File: src/rtl/uart_line_buffer_pkg.sv
// -----------------------------------------------------------------------------
// uart_line_buffer_pkg
//   Shared constants for the UART line-editing stage: the ASCII codes the
//   editor reacts to, the playback FSM state encoding, and small byte
//   classification helpers used by the FSM.
// -----------------------------------------------------------------------------
package uart_line_buffer_pkg;

  localparam logic [7:0] ASCII_CR    = 8'h0D;
  localparam logic [7:0] ASCII_LF    = 8'h0A;
  localparam logic [7:0] ASCII_BS    = 8'h08;
  localparam logic [7:0] ASCII_DEL   = 8'h7F;
  localparam logic [7:0] ASCII_SP    = 8'h20;
  localparam logic [7:0] ASCII_TILDE = 8'h7E;

  // COLLECT gathers and edits the line; the other three play it back.
  typedef enum logic [1:0] {
    ULB_COLLECT   = 2'd0,
    ULB_SEND_LINE = 2'd1,
    ULB_SEND_CR   = 2'd2,
    ULB_SEND_LF   = 2'd3
  } ulb_state_e;

  // Printable ASCII range that is stored in the line.
  function automatic logic is_printable(input logic [7:0] b);
    return (b >= ASCII_SP) && (b <= ASCII_TILDE);
  endfunction

  // Both BS and DEL erase one character; terminals send either one.
  function automatic logic is_erase(input logic [7:0] b);
    return (b == ASCII_BS) || (b == ASCII_DEL);
  endfunction

endpackage

File: src/rtl/uart_line_buffer_line_ram.sv
// -----------------------------------------------------------------------------
// uart_line_buffer_line_ram
//   Character store for one line: DEPTH x 8 bits, synchronous write,
//   asynchronous (combinational) read, so it maps onto distributed RAM.
//   The read is asynchronous so the FSM can load the next character into the
//   tx register on the same edge as the handshake, with no bubble.
// Ports
//   clk      in   1       clock
//   we_i     in   1       write enable
//   waddr_i  in   ADDR_W  write address
//   wdata_i  in   8       write data
//   raddr_i  in   ADDR_W  read address
//   rdata_o  out  8       read data (combinational from raddr_i)
// -----------------------------------------------------------------------------
module uart_line_buffer_line_ram #(
  parameter int DEPTH  = 64,
  parameter int ADDR_W = 6
) (
  input  logic              clk,
  input  logic              we_i,
  input  logic [ADDR_W-1:0] waddr_i,
  input  logic [7:0]        wdata_i,
  input  logic [ADDR_W-1:0] raddr_i,
  output logic [7:0]        rdata_o
);

  logic [7:0] mem_q [DEPTH];

  // No reset: contents are only read back below the current line length.
  always_ff @(posedge clk) begin
    if (we_i) begin
      mem_q[waddr_i] <= wdata_i;
    end
  end

  assign rdata_o = mem_q[raddr_i];

endmodule

File: src/rtl/uart_line_buffer.sv
// -----------------------------------------------------------------------------
// uart_line_buffer
//   Line-editing stage between uart_rx and uart_tx. Printable bytes are
//   collected into a line buffer, BS/DEL erase the last character, and CR
//   ends the line. The stored line is then played back to uart_tx followed by
//   CR LF, after which the stage returns to collecting.
//
// Handshake (both sides): a byte transfers on a posedge where valid && ready.
//   Ready never depends combinationally on valid. tx_data/tx_data_valid are
//   registered and held stable until tx_data_ready is seen with valid high.
//   Bytes offered on rx while playback is running are not accepted.
//
// Ports
//   clk            in   1      system clock
//   rst            in   1      synchronous reset, active-high
//   rx_data        in   8      byte from uart_rx
//   rx_data_valid  in   1      rx_data valid
//   rx_data_ready  out  1      stage accepts a byte (only while collecting)
//   tx_data        out  8      byte to uart_tx
//   tx_data_valid  out  1      tx_data valid
//   tx_data_ready  in   1      uart_tx accepts tx_data
//   line_len       out  LEN_W  characters currently stored
//   line_overflow  out  1      at least one printable byte dropped this line
//   busy           out  1      playback in progress
//   dbg_state      out  2      current FSM state (ulb_state_e encoding)
// -----------------------------------------------------------------------------
module uart_line_buffer
  import uart_line_buffer_pkg::*;
#(
  parameter  int MAX_LEN = 64,
  localparam int LEN_W   = $clog2(MAX_LEN + 1)
) (
  input  logic             clk,
  input  logic             rst,
  input  logic [7:0]       rx_data,
  input  logic             rx_data_valid,
  output logic             rx_data_ready,
  output logic [7:0]       tx_data,
  output logic             tx_data_valid,
  input  logic             tx_data_ready,
  output logic [LEN_W-1:0] line_len,
  output logic             line_overflow,
  output logic             busy,
  output logic [1:0]       dbg_state
);

  // RAM address width; MAX_LEN >= 2 keeps this at least one bit.
  localparam int               IDX_W     = $clog2(MAX_LEN);
  localparam logic [LEN_W-1:0] MAX_LEN_L = LEN_W'(MAX_LEN);
  localparam logic [LEN_W-1:0] ONE_L     = LEN_W'(1);

  ulb_state_e       state_q, state_d;
  logic [LEN_W-1:0] line_len_q, line_len_d;
  logic [LEN_W-1:0] idx_q, idx_d;
  logic             overflow_q, overflow_d;
  logic [7:0]       tx_data_q, tx_data_d;
  logic             tx_valid_q, tx_valid_d;

  logic             rx_fire;
  logic             tx_fire;
  logic [LEN_W-1:0] idx_next;
  logic             ram_we;
  logic [IDX_W-1:0] ram_raddr;
  logic [7:0]       ram_rdata;

  assign rx_data_ready = (state_q == ULB_COLLECT);
  assign rx_fire       = rx_data_valid && rx_data_ready;
  assign tx_fire       = tx_valid_q && tx_data_ready;
  assign idx_next      = idx_q + ONE_L;

  // While collecting the read port looks at slot 0 so the first character is
  // ready when CR arrives; during playback it looks one ahead of idx. On the
  // last character of a full line idx_next truncates to 0, which is harmless
  // because CR is loaded instead of RAM data on that handshake.
  assign ram_raddr = (state_q == ULB_SEND_LINE) ? idx_next[IDX_W-1:0] : '0;

  // Store only when there is room; the write address is the current length.
  assign ram_we = rx_fire && is_printable(rx_data) && (line_len_q < MAX_LEN_L);

  uart_line_buffer_line_ram #(
    .DEPTH  (MAX_LEN),
    .ADDR_W (IDX_W)
  ) u_line_ram (
    .clk     (clk),
    .we_i    (ram_we),
    .waddr_i (line_len_q[IDX_W-1:0]),
    .wdata_i (rx_data),
    .raddr_i (ram_raddr),
    .rdata_o (ram_rdata)
  );

  always_comb begin
    state_d    = state_q;
    line_len_d = line_len_q;
    idx_d      = idx_q;
    overflow_d = overflow_q;
    tx_data_d  = tx_data_q;
    tx_valid_d = tx_valid_q;

    case (state_q)
      ULB_COLLECT: begin
        if (rx_fire) begin
          if (is_printable(rx_data)) begin
            if (line_len_q < MAX_LEN_L) begin
              line_len_d = line_len_q + ONE_L;
            end else begin
              overflow_d = 1'b1;
            end
          end else if (is_erase(rx_data)) begin
            if (line_len_q != '0) begin
              line_len_d = line_len_q - ONE_L;
            end
          end else if (rx_data == ASCII_CR) begin
            tx_valid_d = 1'b1;
            idx_d      = '0;
            if (line_len_q != '0) begin
              tx_data_d = ram_rdata;
              state_d   = ULB_SEND_LINE;
            end else begin
              tx_data_d = ASCII_CR;
              state_d   = ULB_SEND_CR;
            end
          end
          // LF and every other control byte is ignored, so CRLF terminals
          // produce a single line.
        end
      end

      ULB_SEND_LINE: begin
        if (tx_fire) begin
          if (idx_q == (line_len_q - ONE_L)) begin
            tx_data_d = ASCII_CR;
            state_d   = ULB_SEND_CR;
          end else begin
            idx_d     = idx_next;
            tx_data_d = ram_rdata;
          end
        end
      end

      ULB_SEND_CR: begin
        if (tx_fire) begin
          tx_data_d = ASCII_LF;
          state_d   = ULB_SEND_LF;
        end
      end

      ULB_SEND_LF: begin
        if (tx_fire) begin
          tx_valid_d = 1'b0;
          line_len_d = '0;
          overflow_d = 1'b0;
          state_d    = ULB_COLLECT;
        end
      end

      default: begin
        state_d    = ULB_COLLECT;
        tx_valid_d = 1'b0;
      end
    endcase
  end

  always_ff @(posedge clk) begin
    if (rst) begin
      state_q    <= ULB_COLLECT;
      line_len_q <= '0;
      idx_q      <= '0;
      overflow_q <= 1'b0;
      tx_data_q  <= 8'h00;
      tx_valid_q <= 1'b0;
    end else begin
      state_q    <= state_d;
      line_len_q <= line_len_d;
      idx_q      <= idx_d;
      overflow_q <= overflow_d;
      tx_data_q  <= tx_data_d;
      tx_valid_q <= tx_valid_d;
    end
  end

  assign tx_data       = tx_data_q;
  assign tx_data_valid = tx_valid_q;
  assign line_len      = line_len_q;
  assign line_overflow = overflow_q;
  assign busy          = (state_q != ULB_COLLECT);
  assign dbg_state     = state_q;

endmodule

File: config.mk
export PLATFORM = sky130hd
export DESIGN_NAME = uart_line_buffer
export DESIGN_NICKNAME = d
export VERILOG_FILES = /design/src/rtl/uart_line_buffer_pkg.sv /design/src/rtl/uart_line_buffer_line_ram.sv /design/src/rtl/uart_line_buffer.sv
export SDC_FILE = /design/constraint.sdc
export NUM_CORES = 1
export LEC_CHECK = 0
export BUFFER_PORTS_ARGS = -buffer_cell sky130_fd_sc_hd__buf_2
export CAP_MARGIN = 10
export CORE_MARGIN = 3
export CORE_UTILIZATION = 57
export DETAILED_ROUTE_END_ITERATION = 16
export PLACE_DENSITY_LB_ADDON = 0.25
export SYNTH_ARGS = -nofsm -noshare
export SYNTH_HDL_FRONTEND = slang
export SYNTH_SLANG_ARGS = --single-unit
File: constraint.sdc
create_clock -name clk -period 2.9 [get_ports clk]
set_clock_uncertainty 0.05 [all_clocks]
set_input_delay 0.29 -clock clk [delete_from_list [all_inputs] [get_ports clk]]
set_output_delay 0.29 -clock clk [all_outputs]
set_load 0.005 [all_outputs]
**Word level (Yosys, flattened, before mapping)**

Memory sizes are Yosys's and may differ from the RTL's.
Index checks and enable logic that the tools add are counted.

- Bits in registers: 26
- Latch bits: 0
- Memory bits (writable): 512
- Bits in read-only memories: 0
- Bits of input ports: 12
- Output and inout port bits: 21
- Logic and storage cells: 98
- Memories kept: 1

Memory list:

| memory | words | width | read ports | clocked after Yosys merged registers in | write ports | RTL line | RTL |
|---|---|---|---|---|---|---|---|
| u_line_ram.mem_q | 64 | 8 | 1 | 0 | 1 | uart_line_buffer_line_ram.sv:27 | `logic [7:0] mem_q [DEPTH];` |

- Add/sub/neg operators: 3
- Multipliers: 0
- Divide/modulo/power cells: 0
- Order comparisons: 3
- Equal/unequal tests: 21
- Shift-type cells: 0
- Multiplexer cells: 46
- Bitwise gates (word level): 0
- Reductions and logical operators: 18

Operators by type and width:

| kind | number |
|---|---|
| 2-to-1 mux 7 bit | 12 |
| 2-to-1 mux 8 bit | 8 |
| one-hot mux 7 bit (2 select lines) | 2 |
| one-hot mux 8 bit (3 select lines) | 1 |
| 2-to-1 mux 2 bit | 9 |
| == test 8 x 4 -> 1 bit, second input constant | 2 |
| adder 7 x 1 -> 7 bit, second input constant | 2 |
| inequality test 2 bit, second input constant | 7 |
| AND reduction 7 bit | 2 |
| AND reduction 6 bit | 2 |
| 2-to-1 mux 1 bit | 10 |
| == test 8 x 7 -> 1 bit, second input constant | 1 |
| >= comparator 8 x 6 -> 1 bit, second input constant | 1 |
| less-or-equal comparator 8 x 7 -> 1 bit, second input constant | 1 |
| inequality test 2 x 1 -> 1 bit, second input constant | 4 |
| one-hot mux 2 bit (4 select lines) | 1 |
| AND reduction 8 bit | 1 |
| == test 7 bit | 1 |
| less-than comparator 7 bit, second input constant | 1 |
| nonzero test 7 bit | 1 |
| subtractor 7 x 1 -> 7 bit, second input constant | 1 |
| 2-to-1 mux 6 bit | 1 |
| inequality test 3 x 1 -> 1 bit, second input constant | 2 |
| nonzero test 2 bit | 3 |
| other kinds (9) | 15 |

**Longest topological paths before layout**

An unclocked memory read counts as a cell.

- Depth after elaboration: 9
- Depth in mapped cells: 14
- Gate-level depth less buffers: 10

**Hierarchy**

Synthesis repeated with hierarchy kept, for this count alone.

- Cells, all modules: 1178
- Area, all modules: 21893.5 µm²

By module, submodules not included:

| module | instances | cells an instance | area an instance (µm²) | sequential area each (µm²) |
|---|---|---|---|---|
| uart_line_buffer_line_ram | 1 | 932 | 20006.7 | 15374.7 |
| uart_line_buffer | 1 | 246 | 1886.8 | 520.5 |

**Worst setup path before layout**

No wires, ideal clock.

- Path type: register -> register
- Start point: register idx_q[1]
- End point: register tx_data_q[0] (netlist: tx_data[0])
- Library setup time: 0.129 ns
- Arrival time: 2.641 ns
- Data required time: 2.721 ns
- Slack: 0.080 ns
- Cell stages (with the launch flop): 10
- Path buffers: 1
- Clock period less this slack: 2.820 ns
- Path through: dfxtp_1 > ha_1 > xor2_2 > clkbuf_1 > mux4_2 > mux4_2 > nand2_1 > o31ai_1 > a2111oi_0 > o21ai_0

- Longest elaborated chain between the ends: 9
- Elaborated cells on any way between the ends: 12
- Those cells by class: add/sub (1); eq/ne (1); mux (9); memory (1)

Ends and longest elaborated chain:

| element | RTL line | RTL |
|---|---|---|
| start: declaration | uart_line_buffer.sv:54 | `logic [LEN_W-1:0] idx_q, idx_d;` |
| start signal: assignment | uart_line_buffer.sv:175 | `idx_q <= idx_d;` |
| adder 7 x 1 -> 7 bit | uart_line_buffer.sv:69 | `assign idx_next = idx_q + ONE_L;` |
| 2-to-1 mux 6 bit | uart_line_buffer.sv:75 | `assign ram_raddr = (state_q == ULB_SEND_LINE) ? idx_next[IDX_W-1:0] : '0;` |
| memory (64 x 8 bit) | -- |  |
| 2-to-1 mux 8 bit | uart_line_buffer.sv:116 | `if (line_len_q != '0) begin` |
| 2-to-1 mux 8 bit | uart_line_buffer.sv:113 | `end else if (rx_data == ASCII_CR) begin` |
| 2-to-1 mux 8 bit | uart_line_buffer.sv:109 | `end else if (is_erase(rx_data)) begin` |
| 2-to-1 mux 8 bit | uart_line_buffer.sv:103 | `if (is_printable(rx_data)) begin` |
| 2-to-1 mux 8 bit | uart_line_buffer.sv:102 | `if (rx_fire) begin` |
| one-hot mux 8 bit (3 select lines) (*) | uart_line_buffer.sv:100 | `case (state_q)` |
| end signal: assignment | uart_line_buffer.sv:177 | `tx_data_q <= tx_data_d;` |
| end: declaration | uart_line_buffer.sv:56 | `logic [7:0] tx_data_q, tx_data_d;` |

Mark *: on every way between the ends. The rest lies on a longest branch, timed or not. The select of a mux whose other input is x is not followed.
A chain may end at the register's enable or synchronous reset.

**Worst setup path in the final report**

- Start point: register state_q[0] (netlist: dbg_state[0])
- End point: register tx_data_q[4] (netlist: tx_data[4])

- Longest elaborated chain between the ends: 9
- Elaborated cells on any way between the ends: 22
- Those cells by class: eq/ne (8); mux (9); reduce/logical (4); memory (1)

Ends and longest elaborated chain:

| element | RTL line | RTL |
|---|---|---|
| start: declaration | uart_line_buffer.sv:52 | `ulb_state_e state_q, state_d;` |
| start signal: assignment | uart_line_buffer.sv:173 | `state_q <= state_d;` |
| == test 2 x 1 -> 1 bit | uart_line_buffer.sv:75, uart_line_buffer.sv:100 |  |
| 2-to-1 mux 6 bit | uart_line_buffer.sv:75 |  |
| memory (64 x 8 bit) | -- |  |
| 2-to-1 mux 8 bit | uart_line_buffer.sv:116 |  |
| 2-to-1 mux 8 bit | uart_line_buffer.sv:113 |  |
| 2-to-1 mux 8 bit | uart_line_buffer.sv:109 |  |
| 2-to-1 mux 8 bit | uart_line_buffer.sv:103 |  |
| 2-to-1 mux 8 bit | uart_line_buffer.sv:102 |  |
| one-hot mux 8 bit (3 select lines) | uart_line_buffer.sv:100 |  |

Several ways; a longest one is shown, not always the timed one. The select of a mux whose other input is x is not followed.

==> flow_metrics.tcl <==
set metrics [dict create \
    run_status "finished clean" \
    synthesis.nets 1490 \
    rr_worst_depth 10 \
    drt-wirelength-per-cell_um 27.7 \
    yosysWarnings 0 \
    vdd_ir_drop_max_uv 550 \
    gp_congestion 0.905 \
    synth-async-reset-ratio_pct 0 \
    place_hpwl_um 39400 \
    netlist_top_cells_area "sky130_fd_sc_hd__edfxtp_1 (69%), sky130_fd_sc_hd__mux4_2 (5.7%), sky130_fd_sc_hd__nand2_1 (3.1%)" \
    grt_pass1_vias 14202 \
    grt_remaining_overflow 0 \
    cp_capture_type "flop" \
    placementRows 71 \
    critical_path_peak_fanout 17 \
    dieWidth_um 204 \
    fp.coreArea_um2 38000 \
    dp_cells 2121 \
    max_clock_freq_mhz 353 \
    hold_violations 0 \
    leakage_uw 0.00886 \
    worst_slew_margin_rel_pct 41.7 \
    dpl_cell_area_um2 24500 \
    synth.cell_area_um2 22200 \
    htree_num_levels 2 \
    post-synth-top-count-cell "sky130_fd_sc_hd__edfxtp_1" \
    timing.critical_path.arrival_ns 3.28 \
    layout_min_cycle_time_ns 2.83 \
    post_synth_most_frequent_cells "sky130_fd_sc_hd__edfxtp_1 (512), sky130_fd_sc_hd__nand2_1 (183), sky130_fd_sc_hd__nor2_1 (101), sky130_fd_sc_hd__mux4_2 (56), sky130_fd_sc_hd__clkbuf_1 (55)" \
    grt_antenna_before_repair 2 \
    detailedRoute.firstPassIterationCount 5 \
    avgViaCountPerCell 6.51 \
    finalNetCount 1690 \
    hold_path_class "input port to flop" \
    startpoint_class_of_the_critical_path "flop" \
    ys_seq_elements 538 \
    post-route-util_pct 69.6 \
    dieArea_um2 41400 \
    area_delta_synth_final_pct 18.9 \
    total_power_uw 19300 \
    synth-seq-area-share_pct 71.5 \
    n_fill_cell 2530 \
    synth-edff-count 512 \
    critPathRequiredTime_ns 3.35 \
    tightest_slew_ns 0.872 \
    detailroute.via_count 14497 \
    setup.reg_to_reg.worst_slack_ns 0.07 \
    cts-root-buf "sky130_fd_sc_hd__clkbuf_16" \
    stdcell_count 2228 \
    buffer_depth_of_the_longest_clock_path 3 \
    port-buffer-count 32 \
    source_to_sink_clock_delay_at_the_later_pin_of_the_worst_skew_pair_ns 0.61 \
    detailedRoute.firstIterationViolations 2019 \
    multi_input_comb_area_um2 5990 \
    clock_sink_count 538 \
    pwr_density_cell_nw_per_um2 729 \
    drv.max_cap_violation_count 0 \
    part_of_the_cycle_the_worst_path_needs_pct 97.5 \
    register_area_um2 15900 \
    first_pass_grt_wire_length_um 91400 \
    cts_inserted_buffers 53 \
    synth.avg_cell_area_um2 15.1 \
    drive_gt1_share_pct 25.0 \
    total_drc_errors_in_the_routed_layout 0 \
    number_of_placed_i_o_pins 33 \
    finalSetupViolCount 0 \
    rr_endpoint "tx_data[4]$_SDFFE_PP0P_" \
    synthCells 1470 \
    die_h_um 204 \
    worstSetupPathType "flop to flop" \
    post-synth-top-area-fraction_pct 69.1 \
    hold_path_startpoint "rst" \
    synthDistinctLibCells 71 \
    cts.reportedPaths.clkPinSlew_ns 0.07 \
    primary_flip_flop_cell_chosen_by_synthesis_mapping "sky130_fd_sc_hd__edfxtp_1" \
    worstReg2RegStart "dbg_state[0]$_SDFFE_PP0P_" \
    global_route_usage_over_all_layers_pct 30.0 \
    final_cell_area_um2 26500 \
    hold_ws_ns 0.0713 \
    min_path_cells 2 \
    wl_um 61800 \
    yosysTopAreaCell "sky130_fd_sc_hd__edfxtp_1" \
    start_util_pct 58.5 \
    report.final.slew_viol_count 0 \
    grt_max_degree 66 \
    antenna_left 0 \
    whs_endpoint "tx_data_valid$_SDFFE_PP0P_" \
    clock_tree_from_tritoncts "built" \
    rsz0062_at_grt "false" \
]
placed cells by master, fill, tap and decap left out, types with 22 or more instances in the layout:
master / n
sky130_fd_sc_hd__nand2_1: 182
sky130_fd_sc_hd__dfxtp_1: 24
sky130_fd_sc_hd__edfxtp_1: 512
sky130_fd_sc_hd__nor2_1: 100
sky130_fd_sc_hd__mux4_2: 56
sky130_fd_sc_hd__mux2i_1: 46
sky130_fd_sc_hd__and2_1: 25
sky130_fd_sc_hd__nand3_1: 40
sky130_fd_sc_hd__buf_2: 32
sky130_fd_sc_hd__a211oi_1: 36
sky130_fd_sc_hd__a311oi_1: 32
sky130_fd_sc_hd__clkbuf_16: 53
sky130_fd_sc_hd__nor2b_1: 22
sky130_fd_sc_hd__a21oi_1: 37
sky130_fd_sc_hd__buf_4: 188
metal layers:
layer | routed length [µm] | track usage [%]
met3 | 6860 | 5.89
met1 | 23900 | 42.9
met4 | 2490 | 11.9
met2 | 28500 | 46.4
met5 | 0 | 0
report_power, final:
group | leakage (µW) | total, µW | internal [µW] | switching (µW)
clock network | 0.000884 | 7080 | 4090 | 2990
registers | 0.00481 | 8790 | 8660 | 137
logic | 0.00316 | 3420 | 1440 | 1980
total | 0.00886 | 19300 | 14200 | 5110
how the worst max path moves through the flow:
stage	slack (ns)	endpoint	from
2_1_floorplan	0.08	tx_data[0]$_SDFFE_PP0P_	idx_q[1]$_SDFFE_PP0P_
4_1_cts	0.0006	tx_data[7]$_SDFFE_PP0P_	dbg_state[1]$_SDFFE_PP0P_
6_report	0.07	tx_data[4]$_SDFFE_PP0P_	dbg_state[0]$_SDFFE_PP0P_
5_1_grt	0.003	u_line_ram.mem_q[44][7]$_DFFE_PP_	rx_data[6]
3_3_place_gp	0.005	tx_data[4]$_SDFFE_PP0P_	dbg_state[1]$_SDFFE_PP0P_
3_5_place_dp	-0.18	tx_data[4]$_SDFFE_PP0P_	dbg_state[1]$_SDFFE_PP0P_
final cells by class:
cell class / instances / area share, %
Sequential cell: 538 / 60.1
Multi-Input combinational cell: 815 / 22.6
Timing Repair Buffer: 245 / 7.74
Clock buffer: 54 / 5.03
Tap cell: 511 / 2.42
Clock inverter: 45 / 1.82
Inverter: 17 / 0.241
Antenna cell: 3 / 0.0284
state kept, by name, indices dropped and copies added (netlist names):
name / cells
u_line_ram.mem_q: 512
tx_data: 8
idx_q: 7
line_len: 7
dbg_state: 2
line_overflow: 1
tx_data_valid: 1
cell families after synthesis:
| family | synth area share [%] |
|---|---|
| XOR/XNOR | 0.585 |
| multiplexers | 8.34 |
| buffers and inverters | 2.22 |
| AO/OA/AOI/OAI | 8.04 |
| AND/OR/NAND/NOR | 8.86 |
| adder cells (fa/ha/maj) | 0.495 |
| flip-flops | 71.5 |
worst max-delay path: stages, from the launching register on:
cell                      delay (ns)
sky130_fd_sc_hd__dfxtp_1        0.39
sky130_fd_sc_hd__ha_4           0.18
sky130_fd_sc_hd__buf_12         0.14
sky130_fd_sc_hd__nor2b_4        0.19
sky130_fd_sc_hd__buf_6          0.16
sky130_fd_sc_hd__buf_4          0.13
sky130_fd_sc_hd__buf_12         0.15
sky130_fd_sc_hd__mux4_2         0.51
sky130_fd_sc_hd__mux4_2         0.55
sky130_fd_sc_hd__a21oi_1        0.17
sky130_fd_sc_hd__o21ai_0        0.08
per-stage QoR:
stage | setup TNS (ns) | worst slack (ns)
floorplan | 0 | 0.0801
global placement | 0 | 0.00531
detailed placement | -0.234 | -0.179
CTS | 0 | 0.000634
global route | 0 | 0.00287
finish | 0 | 0.0711
what timing repair did:
action                                  4_1_cts  5_1_grt
endpoints found under the setup margin        3        8
gates cloned                                  1        0
gates resized for setup                       5       10
hold buffers                                  2        0
setup buffers                                 0        2
pin swaps                                     0        0
hold endpoints to repair                      3        0
Power figures use the tool's default switching activity.
